===== config.mk =====
export PLATFORM = sky130hd
export DESIGN_NAME = morse_text_buffer
export DESIGN_NICKNAME = d
export VERILOG_FILES = /design/src/rtl/morse_pkg.sv /design/src/rtl/morse_lut.sv /design/src/rtl/morse_text_buffer.sv
export SDC_FILE = /design/constraint.sdc
export NUM_CORES = 1
export LEC_CHECK = 0
export ABC_AREA = 1
export BUFFER_PORTS_ARGS = -buffer_cell sky130_fd_sc_hd__buf_2
export CAP_MARGIN = 20
export CORE_MARGIN = 10
export CORE_UTILIZATION = 40
export DETAILED_ROUTE_END_ITERATION = 12
export RECOVER_POWER = 50
export SETUP_SLACK_MARGIN = 0.15
export SYNTH_ARGS = -nofsm -noshare
export SYNTH_HDL_FRONTEND = slang
export SYNTH_HIERARCHICAL = 1
export SYNTH_SLANG_ARGS = --single-unit

===== constraint.sdc =====
create_clock -name clock -period 3.7 [get_ports clock]
set_clock_uncertainty 0.15 [all_clocks]
set_input_delay 0.74 -clock clock [delete_from_list [all_inputs] [get_ports clock]]
set_output_delay 0.74 -clock clock [all_outputs]
set_load 0.1 [all_outputs]

===== src/rtl/morse_pkg.sv =====
`default_nettype none
// +----------------------------------------------------------------------------+
// | Package     : morse_pkg                                                    |
// | Description : Character codes and FSM state constants shared by the      |
// |               Morse text buffer and its lookup table.                      |
// | Revision    : 1.0 - initial release                                        |
// +----------------------------------------------------------------------------+
package morse_pkg;

    // Character code space: 0 blank, 1-26 letters, 27-36 digits, 63 invalid
    localparam int c_blank       = 0;
    localparam int c_err         = 63;
    localparam int c_letter_base = 1;
    localparam int c_digit_base  = 27;

    // Buffer controller states
    localparam logic [1:0] c_st_idle    = 2'd0;
    localparam logic [1:0] c_st_collect = 2'd1;
    localparam logic [1:0] c_st_lookup  = 2'd2;
    localparam logic [1:0] c_st_write   = 2'd3;

endpackage
`default_nettype wire


===== src/rtl/morse_lut.sv =====
`default_nettype none
// +----------------------------------------------------------------------------+
// | Module      : morse_lut                                                    |
// | Description : Combinational Morse decoder. Symbols arrive LSB-first       |
// |               (bit 0 = first symbol, dot = 0, dash = 1); the result is a  |
// |               character code, or the invalid code when nothing matches.   |
// | Revision    : 1.0 - initial release                                        |
// +----------------------------------------------------------------------------+
module morse_lut
    import morse_pkg::*;
#(
    parameter int MAX_SYM = 5,
    parameter int CHAR_W  = 6,
    parameter int LEN_W   = $clog2(MAX_SYM + 1)
) (
    input  logic [LEN_W-1:0]   i_len,
    input  logic [MAX_SYM-1:0] i_pattern,
    output logic [CHAR_W-1:0]  o_code
);

    logic [7:0] w_key;
    int         w_val;

    // Reorder symbols so the first one is the key MSB; table reads like Morse
    always_comb begin
        w_key = '0;
        for (int i = 0; i < MAX_SYM; i++) begin
            if (i < int'(i_len)) begin
                w_key = {w_key[6:0], i_pattern[i]};
            end
        end
    end

    // Morse table keyed by length and symbol string (0 = dot, 1 = dash)
    always_comb begin
        w_val = c_err;
        case (int'(i_len))
            1: case (w_key)
                8'b0:    w_val = c_letter_base + 4;   // E .
                8'b1:    w_val = c_letter_base + 19;  // T -
                default: w_val = c_err;
            endcase
            2: case (w_key)
                8'b00:   w_val = c_letter_base + 8;   // I ..
                8'b01:   w_val = c_letter_base + 0;   // A .-
                8'b10:   w_val = c_letter_base + 13;  // N -.
                8'b11:   w_val = c_letter_base + 12;  // M --
                default: w_val = c_err;
            endcase
            3: case (w_key)
                8'b000:  w_val = c_letter_base + 18;  // S ...
                8'b001:  w_val = c_letter_base + 20;  // U ..-
                8'b010:  w_val = c_letter_base + 17;  // R .-.
                8'b011:  w_val = c_letter_base + 22;  // W .--
                8'b100:  w_val = c_letter_base + 3;   // D -..
                8'b101:  w_val = c_letter_base + 10;  // K -.-
                8'b110:  w_val = c_letter_base + 6;   // G --.
                8'b111:  w_val = c_letter_base + 14;  // O ---
                default: w_val = c_err;
            endcase
            4: case (w_key)
                8'b0000: w_val = c_letter_base + 7;   // H ....
                8'b0001: w_val = c_letter_base + 21;  // V ...-
                8'b0010: w_val = c_letter_base + 5;   // F ..-.
                8'b0100: w_val = c_letter_base + 11;  // L .-..
                8'b0110: w_val = c_letter_base + 15;  // P .--.
                8'b0111: w_val = c_letter_base + 9;   // J .---
                8'b1000: w_val = c_letter_base + 1;   // B -...
                8'b1001: w_val = c_letter_base + 23;  // X -..-
                8'b1010: w_val = c_letter_base + 2;   // C -.-.
                8'b1011: w_val = c_letter_base + 24;  // Y -.--
                8'b1100: w_val = c_letter_base + 25;  // Z --..
                8'b1101: w_val = c_letter_base + 16;  // Q --.-
                default: w_val = c_err;
            endcase
            5: case (w_key)
                8'b11111: w_val = c_digit_base + 0;   // 0 -----
                8'b01111: w_val = c_digit_base + 1;   // 1 .----
                8'b00111: w_val = c_digit_base + 2;   // 2 ..---
                8'b00011: w_val = c_digit_base + 3;   // 3 ...--
                8'b00001: w_val = c_digit_base + 4;   // 4 ....-
                8'b00000: w_val = c_digit_base + 5;   // 5 .....
                8'b10000: w_val = c_digit_base + 6;   // 6 -....
                8'b11000: w_val = c_digit_base + 7;   // 7 --...
                8'b11100: w_val = c_digit_base + 8;   // 8 ---..
                8'b11110: w_val = c_digit_base + 9;   // 9 ----.
                default:  w_val = c_err;
            endcase
            default: w_val = c_err;
        endcase
    end

    assign o_code = CHAR_W'(w_val);

endmodule
`default_nettype wire


===== src/rtl/morse_text_buffer.sv =====
`default_nettype none
// +----------------------------------------------------------------------------+
// | Module      : morse_text_buffer                                            |
// | Description : Collects dot/dash strobes into a character, decodes it and  |
// |               appends it to a DEPTH-slot display buffer (page or scroll   |
// |               on overflow). Supports space, backspace and clear.          |
// | Revision    : 1.0 - initial release                                        |
// +----------------------------------------------------------------------------+
module morse_text_buffer
    import morse_pkg::*;
#(
    parameter int DEPTH   = 8,
    parameter int MAX_SYM = 5,
    parameter int SCROLL  = 0,
    parameter int CHAR_W  = 6
) (
    input  logic                           clock,
    input  logic                           reset_n,
    input  logic                           dot,
    input  logic                           dash,
    input  logic                           commit,
    input  logic                           space,
    input  logic                           backspace,
    input  logic                           clear,
    output logic [DEPTH*CHAR_W-1:0]        char_flat,
    output logic [$clog2(DEPTH+1)-1:0]     count,
    output logic [$clog2(MAX_SYM+1)-1:0]   pend_len,
    output logic                           busy,
    output logic                           full,
    output logic                           err
);

    localparam int c_cnt_w = $clog2(DEPTH + 1);
    localparam int c_len_w = $clog2(MAX_SYM + 1);

    logic [1:0]          r_state;
    logic [c_len_w-1:0]  r_pend_len;
    logic [MAX_SYM-1:0]  r_pat;
    logic                r_ovf;
    logic [c_len_w-1:0]  r_lut_len;
    logic [MAX_SYM-1:0]  r_lut_pat;
    logic                r_lut_blank;
    logic                r_lut_ovf;
    logic [CHAR_W-1:0]   r_code;
    logic [CHAR_W-1:0]   r_slot [DEPTH];
    logic [c_cnt_w-1:0]  r_count;
    logic                r_err;

    logic                w_busy;
    logic                w_do_clear;
    logic                w_do_bs;
    logic                w_do_commit;
    logic                w_do_space;
    logic                w_do_sym;
    logic                w_start_char;
    logic                w_start_blank;
    logic                w_erase;
    logic                w_write;
    logic [CHAR_W-1:0]   w_lut_code;

    // Strobe arbitration: nothing is accepted while a character is in flight
    always_comb begin
        w_busy        = (r_state == c_st_lookup) || (r_state == c_st_write);
        w_do_clear    = !w_busy && clear;
        w_do_bs       = !w_busy && !clear && backspace;
        w_do_commit   = !w_busy && !clear && !backspace && commit;
        w_do_space    = !w_busy && !clear && !backspace && !commit && space;
        w_do_sym      = !w_busy && !clear && !backspace && !commit && !space && (dash || dot);
        w_start_char  = w_do_commit && (r_pend_len != '0);
        w_start_blank = w_do_space && (r_pend_len == '0);
        w_erase       = w_do_bs && (r_pend_len == '0) && (r_count != '0);
        w_write       = (r_state == c_st_write);
    end

    // Controller state, pending symbol history and sticky overflow flag
    always_ff @(posedge clock or negedge reset_n) begin
        if (!reset_n) begin
            r_state    <= c_st_idle;
            r_pend_len <= '0;
            r_pat      <= '0;
            r_ovf      <= 1'b0;
        end else begin
            case (r_state)
                c_st_lookup: r_state <= c_st_write;
                c_st_write:  r_state <= c_st_idle;
                default: begin
                    if (w_do_clear || w_do_bs || w_do_commit) begin
                        r_pend_len <= '0;
                        r_pat      <= '0;
                        r_ovf      <= 1'b0;
                        r_state    <= w_start_char ? c_st_lookup : c_st_idle;
                    end else if (w_start_blank) begin
                        r_state <= c_st_lookup;
                    end else if (w_do_sym) begin
                        if (r_pend_len < c_len_w'(MAX_SYM)) begin
                            for (int i = 0; i < MAX_SYM; i++) begin
                                if (i == int'(r_pend_len)) begin
                                    r_pat[i] <= dash;
                                end
                            end
                            r_pend_len <= r_pend_len + c_len_w'(1);
                            r_state    <= c_st_collect;
                        end else begin
                            r_ovf <= 1'b1;
                        end
                    end
                end
            endcase
        end
    end

    morse_lut #(
        .MAX_SYM (MAX_SYM),
        .CHAR_W  (CHAR_W),
        .LEN_W   (c_len_w)
    ) u_lut (
        .i_len     (r_lut_len),
        .i_pattern (r_lut_pat),
        .o_code    (w_lut_code)
    );

    // Capture the finished pattern, then register the decoded code in LOOKUP
    always_ff @(posedge clock or negedge reset_n) begin
        if (!reset_n) begin
            r_lut_len   <= '0;
            r_lut_pat   <= '0;
            r_lut_blank <= 1'b0;
            r_lut_ovf   <= 1'b0;
            r_code      <= '0;
        end else begin
            if (w_start_char || w_start_blank) begin
                r_lut_len   <= r_pend_len;
                r_lut_pat   <= r_pat;
                r_lut_blank <= w_start_blank;
                r_lut_ovf   <= r_ovf;
            end
            if (r_state == c_st_lookup) begin
                if (r_lut_blank) begin
                    r_code <= CHAR_W'(c_blank);
                end else if (r_lut_ovf) begin
                    r_code <= CHAR_W'(c_err);
                end else begin
                    r_code <= w_lut_code;
                end
            end
        end
    end

    // Display slots, occupancy count and the invalid-character pulse
    always_ff @(posedge clock or negedge reset_n) begin
        if (!reset_n) begin
            for (int k = 0; k < DEPTH; k++) begin
                r_slot[k] <= '0;
            end
            r_count <= '0;
            r_err   <= 1'b0;
        end else begin
            r_err <= 1'b0;
            if (w_do_clear) begin
                for (int k = 0; k < DEPTH; k++) begin
                    r_slot[k] <= '0;
                end
                r_count <= '0;
            end else if (w_erase) begin
                for (int k = 0; k < DEPTH; k++) begin
                    if (k == int'(r_count) - 1) begin
                        r_slot[k] <= '0;
                    end
                end
                r_count <= r_count - c_cnt_w'(1);
            end else if (w_write) begin
                r_err <= (r_code == CHAR_W'(c_err));
                if (r_count != c_cnt_w'(DEPTH)) begin
                    for (int k = 0; k < DEPTH; k++) begin
                        if (k == int'(r_count)) begin
                            r_slot[k] <= r_code;
                        end
                    end
                    r_count <= r_count + c_cnt_w'(1);
                end else if (SCROLL != 0) begin
                    for (int k = 0; k < DEPTH - 1; k++) begin
                        r_slot[k] <= r_slot[k+1];
                    end
                    r_slot[DEPTH-1] <= r_code;
                end else begin
                    for (int k = 1; k < DEPTH; k++) begin
                        r_slot[k] <= '0;
                    end
                    r_slot[0] <= r_code;
                    r_count   <= c_cnt_w'(1);
                end
            end
        end
    end

    // Flatten slots onto the output bus, slot 0 in the low bits
    generate
        for (genvar g = 0; g < DEPTH; g++) begin : g_flat
            assign char_flat[g*CHAR_W +: CHAR_W] = r_slot[g];
        end
    endgenerate

    assign count    = r_count;
    assign pend_len = r_pend_len;
    assign busy     = w_busy;
    assign full     = (r_count == c_cnt_w'(DEPTH));
    assign err      = r_err;

endmodule
`default_nettype wire


==> run metrics, run 1 <==
post-route ant nets 0; # setup viols final 0; Synth Register Bits 80; Max-cap violations 0; final WL about 13,000 um; DIE HEIGHT 134 um; first-pass GRT wire length 21,500 um; status finished, final reports clean; DR iter-0 viols 257; CP max stage cell dfrtp_1; Cell Rows 41; Initial Utilization 40.9%; RSZ-0062 raised after global routing no; worst-case reg-to-reg path depth 17; Yosys top cell area share 38.7%; number of cells after detailed placement 907; Final Cycle Share 89.1%; port buffer count 65; most frequently used cell type in the post-synthesis netlist nand2_1; leading area contributor after synthesis dfrtp_1; Setup crit start count[0]$_DFFE_PN0P_; Post-CTS Resized 0; FF-to-FF End r_code[0]$_DFFE_PN0P_; synth top area cells dfrtp_1 (39%), nand2_1 (16%), nand3_1 (8.5%), ha_1 (5.3%), inv_1 (4.4%); CP arrival 2.41 ns; Hold Buf Count CTS 0; worst skew pair latency roughly 0.35 ns; FILL cells 1,312; r2r setup slk 0.65 ns; dpl ws about 0.70 ns; Post-synth top cells nand2_1 (218), nand3_1 (88), dfrtp_1 (80), inv_1 (61), nor2_1 (41); CTS Root Cell clkbuf_16; minimum clock period ~3.3 ns; crit-path max cell delay 0.48 ns; Sink Count 80; Req. time, crit path 2.81 ns; Yosys cell types 36; Max Fclk just over 300 MHz; die footprint between 0.015 and 0.02 mm^2; Vias/cell 4.97; largest net degree at the start of global routing 81; Routed wire per std cell 14.1 um; setup TNS 0 ns; drt first pass iters 5; Worst slew margin 5.21%; final hold vios 0; DR vias 4,596; Post-Syn Nets 709; dpl hpwl 9750 um; Finished Layout Cells 925; share of layout cells above drive strength 1 about a fifth; Hold EP char_flat[14]$_DFFE_PN0P_; Mapped Area between 0.005 and 0.006 mm^2; Post-synth EDFFs 0; Bufs on Longest Clock Path 2; Main synth FF type dfrtp_1; post-synthesis sequential area ratio 38.7%; Setup CP Type reg2out; Crit. End Element primary output; Hold Path Class reg2reg; total grt overflow 0; initial antenna violation count 0; postcts setup bufs 0; # nets final 778; hold path depth 2; CTS Buf Count 9; # DRC 0; Worst path top cell family by delay buffers and inverters; vias in the first global route 4,344; CP dominant cell by count inv_1; final RePlAce weighted congestion 0.944; final core occ 46.9%; RR Startpoint r_lut_len[2]$_DFFE_PN0P_; fin. max-slew vios 0; Die Span X 134 um; WP buf/inv 3; asr flop ratio synth 100%; clk slew on worst S/H paths 0.06 ns; core area ~0.013 mm^2; TritonCTS clock tree yes; H-tree Lvls 3; num ports 66; Crit Path Max Fanout 14; gr usage total 14.5%; syn avg cell area 7.63 um^2; critical path launch point type flip-flop; Yosys warning count 6; synthesis-to-layout area growth 14.7%; hold_sp char_flat[14]$_DFFE_PN0P_; Post-Syn Instances 679; worst slew pin tran approximately 1.4 ns; diode count 0; setup ws final about 0.4 ns; worst path cell trace inv_1 > ha_1 > nand3_2 > inv_1 > buf_2
## metrics by stage
step	hold WS [ns]	instance area (um^2)
floorplan	0.292	5180
global placement	0.301	5640
detailed placement	0.304	5640
CTS	0.319	5970
global route	0.339	5940
finish	0.314	5940
## routing by layer
layer	global-route usage, %	wire length, um	share of wire, %	vias up
met3	4.03	865	6.6	23
met1	17.8	5630	43	2116
met4	5.14	236	1.8	0
met2	23.8	6320	48	127
met5	0	0	0	-
li1	-	-	-	2330
## tightest hold or removal path: cells and delay by family, from the launching register on
family	cells	cell delay (ns)
AND/OR/NAND/NOR	2	0.09
flip-flops	1	0.34
## how the worst max path moves through the flow
stage                            endpoint  slack (ns)  depth (start not counted)
floorplan                            full        0.39                          5
global placement                     full        0.78                          5
detailed placement  r_code[0]$_DFFE_PN0P_        0.70                         17
CTS                                  full        0.37                          5
global route                         full        0.26                          5
finish                               full        0.40                          5
## cell type report
type,count,area [um^2],share of cell area [%]
Clock inverter,6,90.1,1.52
Tap cell,172,215,3.62
Multi-Input combinational cell,516,2810,47.3
Timing Repair Buffer,67,305,5.14
Sequential cell,80,2000,33.7
Inverter,74,278,4.68
Clock buffer,10,239,4.02
## placed cells by master (no fill, tap or decap), types with 2 or more instances in the layout
master,synthesis,routed
nand2_1,218,219
nand3_1,88,88
dfrtp_1,80,80
inv_1,61,61
nor2_1,41,42
buf_2,2,39
o21ai_0,30,30
clkbuf_1,1,26
ha_1,22,22
nand2_4,19,19
nand2_2,16,15
inv_2,13,13
a21oi_1,9,9
clkbuf_16,0,9
o21ai_2,8,8
nand3_2,7,7
nand4_1,7,7
o21ai_1,6,6
o22ai_1,6,6
nor3_2,6,6
nor3_1,5,5
nor2_2,5,4
nand3b_1,4,4
a21oi_2,4,4
nor2_8,3,3
or2_2,3,3
o21ai_4,2,2
bufinv_16,0,2
## logic make-up (layout without fill, tap and decap cells)
| group | after synthesis | in the layout | share of synthesized area [%] |
|---|---|---|---|
| and+or+nand+nor | 426 | 426 | 40.7 |
| buffers and inverters | 83 | 157 | 6.96 |
| DFF | 80 | 80 | 38.7 |
| AOI/OAI and AO/OA | 66 | 66 | 7.88 |
| adders and majority gates | 22 | 22 | 5.32 |
| xor gates and xnor gates | 2 | 2 | 0.483 |
## registers in the layout (all words and copies together), names as in the netlist
register and count:
char_flat 48, r_state 2, count 4, err 1
r_lut_pat 5, r_pat 5, r_lut_ovf 1, r_lut_blank 1
r_lut_len 3, r_ovf 1, pend_len 3, r_code 6
Power of run 1 is not shown: default switching activity piles up to over one toggle a cycle in this logic, so the estimate is an artifact.
==> inputs of run 2 (changes only) <==
--- a/config.mk
+++ b/config.mk
@@ -5,11 +5,10 @@
 export SDC_FILE = /design/constraint.sdc
 export NUM_CORES = 1
 export LEC_CHECK = 0
-export ABC_AREA = 1
 export BUFFER_PORTS_ARGS = -buffer_cell sky130_fd_sc_hd__buf_2
 export CAP_MARGIN = 20
 export CORE_MARGIN = 10
-export CORE_UTILIZATION = 40
+export CORE_UTILIZATION = 30
 export DETAILED_ROUTE_END_ITERATION = 12
 export RECOVER_POWER = 50
 export SETUP_SLACK_MARGIN = 0.15
==> run metrics, run 2 <==
status complete, but fails checks; failing checks capacitance limit, slew limit; synthesis-to-layout area growth 20.5%; Worst slew margin -20.2%; most frequently used cell type in the post-synthesis netlist dfrtp_1; CTS Buf Count 9; core area 0.0161 mm^2; DR iter-0 viols 362; Largest register FFs 48; final WL 13,600 um; Req. time, crit path 3.76 ns; Synth Register Bits 80; crit-path max cell delay approximately 0.42 ns; final hold vios 0; largest net degree at the start of global routing 81; post-route ant nets 0; Setup CP Type reg2reg; Yosys top cell area share approximately 40%; Post-synth top cells dfrtp_1 (80), mux2_2 (50), nand2_1 (41), nor2_1 (37), a21oi_1 (27); Initial Utilization 30.9%; Die Span X 149 um; DR vias 4,112; Cell Rows 46; # DRC 0; Yosys cell types 72; Bufs on Longest Clock Path 2; Mapped Area 0.00496 mm^2; CP max stage cell dfrtp_1; Multi-input gate area 0.00288 mm^2; DIE HEIGHT roughly 150 um; CP dominant cell by count nor2_1; Post-Syn Instances between 400 and 500; Crit Path Max Fanout 7; clk slew on worst S/H paths 0.07 ns; CP arrival 3.45 ns; syn avg cell area 10.4 um^2; Sequential Area 0.00200 mm^2; Final Instance Area ~0.006 mm^2; synth top area cells dfrtp_1 (40%), mux2_2 (11%), ha_1 (5.5%), nand2_1 (3.1%), nor2_1 (2.8%); overall power 3420 uW; # nets final 586; drt first pass iters 6; Hold Buf Count CTS 0; VDD IR max 0.240 mV; Finished Layout Cells 777; Vias/cell approximately 5.3; Yosys warning count 6; dpl hpwl 9970 um; gr usage total a little under an eighth; total grt overflow 0; FILL cells ~1,600; Crit. End Element flip-flop; worst slew pin tran 1.80 ns; post-synthesis sequential area ratio 40.4%; final RePlAce weighted congestion 0.878; critical path launch point type flip-flop; vias in the first global route 4,034; Routed wire per std cell 17.5 um; # setup viols final 0; Post-Syn Nets 509; num ports 66; TritonCTS clock tree yes; minimum clock period 3.39 ns; asr flop ratio synth 100%; initial antenna violation count 0; Leak Pwr between 0.002 and 0.003 uW; placed instance area approximately 0.0055 mm^2; fin. max-slew vios 76; port buffer count 65; Max Fclk 295 MHz; Hold Path Class in2async; diode count 0; share of layout cells above drive strength 1 29.2%; worst path cell trace inv_4 > ha_4 > mux2_4 > a221o_4 > nor3b_2 > or3_4 > ha_1 > nor2_1 > a31oi_1 > a311oi_2 > o211ai_1 > nor2_1 > o31ai_1; Sink Count 80; number of cells after detailed placement 753; final hold slack 0.100 ns; first-pass GRT wire length ~22,000 um; cell area power density 572 mW/mm^2; Main synth FF type dfrtp_1; leading area contributor after synthesis dfrtp_1; commonest non-fill, non-tap cells in the layout dfrtp_1 (80), mux2_2 (50), nand2_1 (41); most common cell after layout, fill and taps aside dfrtp_1; setup TNS 0 ns; RSZ-0062 raised after global routing no; H-tree Lvls 3; worst skew pair latency 0.35 ns; CTS Root Cell clkbuf_16; Max-cap violations 1; Post-synth EDFFs 0; Final Cycle Share roughly nine tenths; die footprint around 0.022 mm^2
## run 2: cell types whose count changed after synthesis, sizes merged, moves of 9 or more
cell and delta:
inv -59, nor2 -13, nor2b +11, mux2 +52, o21ai -28, and2 +9, a21oi +14, nand2 -212
nand3 -78
## run 2: power breakdown
| part | switching, uW | internal [uW] | total (uW) |
|---|---|---|---|
| combinational | 935 | 436 | 1370 |
| clock | 400 | 607 | 1010 |
| sequential | 117 | 925 | 1040 |
## run 2: logic make-up after synthesis
| logic type | count (synthesis) | synth area share [%] |
|---|---|---|
| DFF | 80 | 40.4 |
| buffers and inverters | 32 | 3.08 |
| and+or+nand+nor | 161 | 16.8 |
| muxes | 60 | 13.5 |
| xor gates and xnor gates | 4 | 0.706 |
| AOI/OAI and AO/OA | 120 | 20.0 |
| adders and majority gates | 22 | 5.55 |
## run 2: final timing paths
path	depth (start not counted)	end	from	slack (ns)
hold reg to reg	1	char_flat[16]$_DFFE_PN0P_	char_flat[16]$_DFFE_PN0P_	0.36
max in group asynchronous	2	r_lut_pat[3]$_DFFE_PN0P_	reset_n	1.25
setup reg to reg	13	r_code[2]$_DFFE_PN0P_	r_lut_len[2]$_DFFE_PN0P_	0.31
min in group clock	1	char_flat[16]$_DFFE_PN0P_	char_flat[16]$_DFFE_PN0P_	0.36
hold / removal	1	char_flat[32]$_DFFE_PN0P_	reset_n	0.10
setup / recovery	13	r_code[2]$_DFFE_PN0P_	r_lut_len[2]$_DFFE_PN0P_	0.31
## run 2: per-stage QoR
stage	setup slack [ns]	util, %
finish	0.310	37.2
global route	0.0845	37.2
CTS	0.182	36.7
detailed placement	0.111	34.5
global placement	0.208	34.5
floorplan	0.160	-
## run 2: critical path, delay by kind of cell (launching register included)
kind	cells	cell delay, ns
AOI/OAI and AO/OA	5	0.96
and+or+nand+nor	4	0.82
adders and majority gates	2	0.49
DFF	1	0.42
muxes	1	0.30
buffers and inverters	1	0.11
## run 2: timing repair
item	4_1_cts	5_1_grt
pin swaps	0	6
buffers inserted	2	5
setup endpoints to repair	4	6
gates resized for setup	0	21
## run 2: metal layers
metal / vias to the layer above / GRT usage [%] / share of wire (%)
met5: - / 0 / 0
met1: 2053 / 14.5 / 44
met3: 15 / 3.13 / 5.5
met4: 0 / 3.32 / 0.99
met2: 119 / 20.3 / 49
li1: 1925 / - / -
## run 2: cell type report
class | count | area share [%]
inverters | 15 | 1.03
clock buffers | 9 | 3.77
clock inverters | 7 | 1.82
well taps | 216 | 4.52
flip-flops and latches | 80 | 33.5
multi-input cells | 367 | 48.1
repair buffers | 83 | 7.24
Power figures use the tool's default switching activity.
==> inputs of run 3 (changes only) <==
--- a/config.mk
+++ b/config.mk
@@ -7,9 +7,13 @@
 export LEC_CHECK = 0
 export BUFFER_PORTS_ARGS = -buffer_cell sky130_fd_sc_hd__buf_2
 export CAP_MARGIN = 20
+export CELL_PAD_IN_SITES_DETAIL_PLACEMENT = 2
+export CELL_PAD_IN_SITES_GLOBAL_PLACEMENT = 2
 export CORE_MARGIN = 10
-export CORE_UTILIZATION = 30
+export CORE_UTILIZATION = 38
+export CTS_BUF_LIST = sky130_fd_sc_hd__clkbuf_4 sky130_fd_sc_hd__clkbuf_8 sky130_fd_sc_hd__clkbuf_16
 export DETAILED_ROUTE_END_ITERATION = 12
+export PLACE_DENSITY_LB_ADDON = 0.1
 export RECOVER_POWER = 50
 export SETUP_SLACK_MARGIN = 0.15
 export SYNTH_ARGS = -nofsm -noshare
==> run metrics, run 3 (synthesis gave the netlist of run 2 again) <==
status complete, but fails checks; failing checks capacitance limit, slew limit; DR iter-0 viols 166; CTS Root Cell clkbuf_16; Cell Rows 41; fin. max-slew vios 74; drt first pass iters 4; Worst slew margin -21.2%; Crit. End Element flip-flop; total grt overflow 0; final hold vios 0; dpl ws -0.0725 ns; Crit Path Max Fanout 4; RSZ-0062 raised after global routing no; VDD IR max 0.253 mV; # DRC 0; largest net degree at the start of global routing 81; die footprint ~0.018 mm^2; H-tree Lvls 3; synthesis-to-layout area growth 20.9%; Sequential Area 0.00200 mm^2; vias in the first global route around 4,500; DIE HEIGHT 134 um; commonest non-fill, non-tap cells in the layout dfrtp_1 (80), mux2_2 (50), nand2_1 (41); CTS Buf Count 9; dpl hpwl 12,200 um; num ports 66; gr usage total 18.7%; Vias/cell 5.68; Initial Utilization 39.0%; Sink Count 80; clk slew on worst S/H paths 0.07 ns; core area 0.0127 mm^2; FILL cells 1,393; diode count 0; Leak Pwr roughly 0.0027 uW; final WL 17,200 um; CP arrival roughly 3.5 ns; RR Startpoint r_lut_len[1]$_DFFE_PN0P_; Bufs on Longest Clock Path 2; Largest register FFs 48; # nets final about 590; critical path launch point type flip-flop; worst slew pin tran 1.82 ns; final RePlAce weighted congestion 0.856; # setup viols final 0; Routed wire per std cell ~23 um; worst skew pair latency 0.35 ns; cell area power density around 570 mW/mm^2; Hold Path Class in2async; r2r setup slk 0.27 ns; Req. time, crit path 3.79 ns; FF-to-FF End r_code[5]$_DFFE_PN0P_; final hold slack 0.164 ns; post-route ant nets 0; TritonCTS clock tree yes; most common cell after layout, fill and taps aside dfrtp_1; setup ws final 0.270 ns; minimum clock period 3.43 ns; port buffer count 65; Multi-input gate area 0.00294 mm^2; DR vias 4,203; Setup CP Type reg2reg; share of layout cells above drive strength 1 31.7%; Final Cycle Share 92.7%; Max Fclk 292 MHz; worst-case reg-to-reg path depth 15; Max-cap violations 1; Hold Buf Count CTS 0; initial antenna violation count 0; first-pass GRT wire length 26,700 um; Die Span X 134 um
[run 3: worst max-delay path by stage]
stage	depth (start not counted)	startpoint	endpoint	slack [ns]
final	15	r_lut_len[1]$_DFFE_PN0P_	r_code[5]$_DFFE_PN0P_	0.27
after global routing	15	r_lut_len[1]$_DFFE_PN0P_	r_code[5]$_DFFE_PN0P_	0.08
after CTS	16	r_lut_len[1]$_DFFE_PN0P_	r_code[1]$_DFFE_PN0P_	0.15
after detailed placement	17	r_lut_len[1]$_DFFE_PN0P_	r_code[5]$_DFFE_PN0P_	-0.07
after global placement	17	r_lut_len[1]$_DFFE_PN0P_	r_code[4]$_DFFE_PN0P_	0.18
after floorplan	18	r_lut_len[2]$_DFFE_PN0P_	r_code[1]$_DFFE_PN0P_	0.16
[run 3: final cells by class]
type                       instances  area share (%)
inverter                          15            1.02
clock inverter                     6           0.876
multi-input combinational        367            49.0
clock buffer                      10            3.99
tap                              172            3.59
sequential                        80            33.4
timing repair buffer              90            8.14
[run 3: worst max-delay path, cell delays in order (launching register included)]
cell and delay (ns):
dfrtp_1 0.43, inv_2 0.13, ha_4 0.16, mux2_4 0.30, a221o_4 0.38, nor3b_2 0.17, or3_4 0.38, inv_6 0.10
ha_4 0.15, buf_4 0.11, o21ai_0 0.07, a21oi_1 0.18, a311oi_1 0.10, o211ai_1 0.21, nor2_1 0.08, o31ai_2 0.22
[run 3: metal layers]
layer	global-route usage (%)	wire length, um
met5	0	0
met4	5.56	291
met3	3.77	522
met2	33.4	9120
met1	21.9	7300
[run 3: report_power, final]
part | total (uW) | switching, uW | leakage [uW] | internal, uW
logic | 1500 | 1030 | 0.00147 | 468
clock network | 877 | 395 | 0.000137 | 482
registers | 1030 | 109 | 0.00111 | 925
total | 3410 | 1540 | 0.00271 | 1880
[run 3: timing repair]
action | 4_1_cts | 5_1_grt
gates resized for setup | 13 | 22
buffers inserted | 3 | 11
setup endpoints to repair | 7 | 7
pin swaps | 0 | 7
gates cloned | 0 | 0
[run 3: through the flow]
step | instance area, um^2 | util [%] | setup TNS (ns) | std cells | power [uW]
2_1_floorplan | 4960 | - | 0 | 479 | 2120
3_3_place_gp | 5480 | 43.1 | 0 | 709 | 2440
3_5_place_dp | 5480 | 43.1 | -0.174 | 709 | 2490
4_1_cts | 5830 | 45.9 | 0 | 728 | 3400
5_1_grt | 6000 | 47.1 | 0 | 740 | 3590
6_report | 6000 | 47.1 | 0 | 740 | 3410
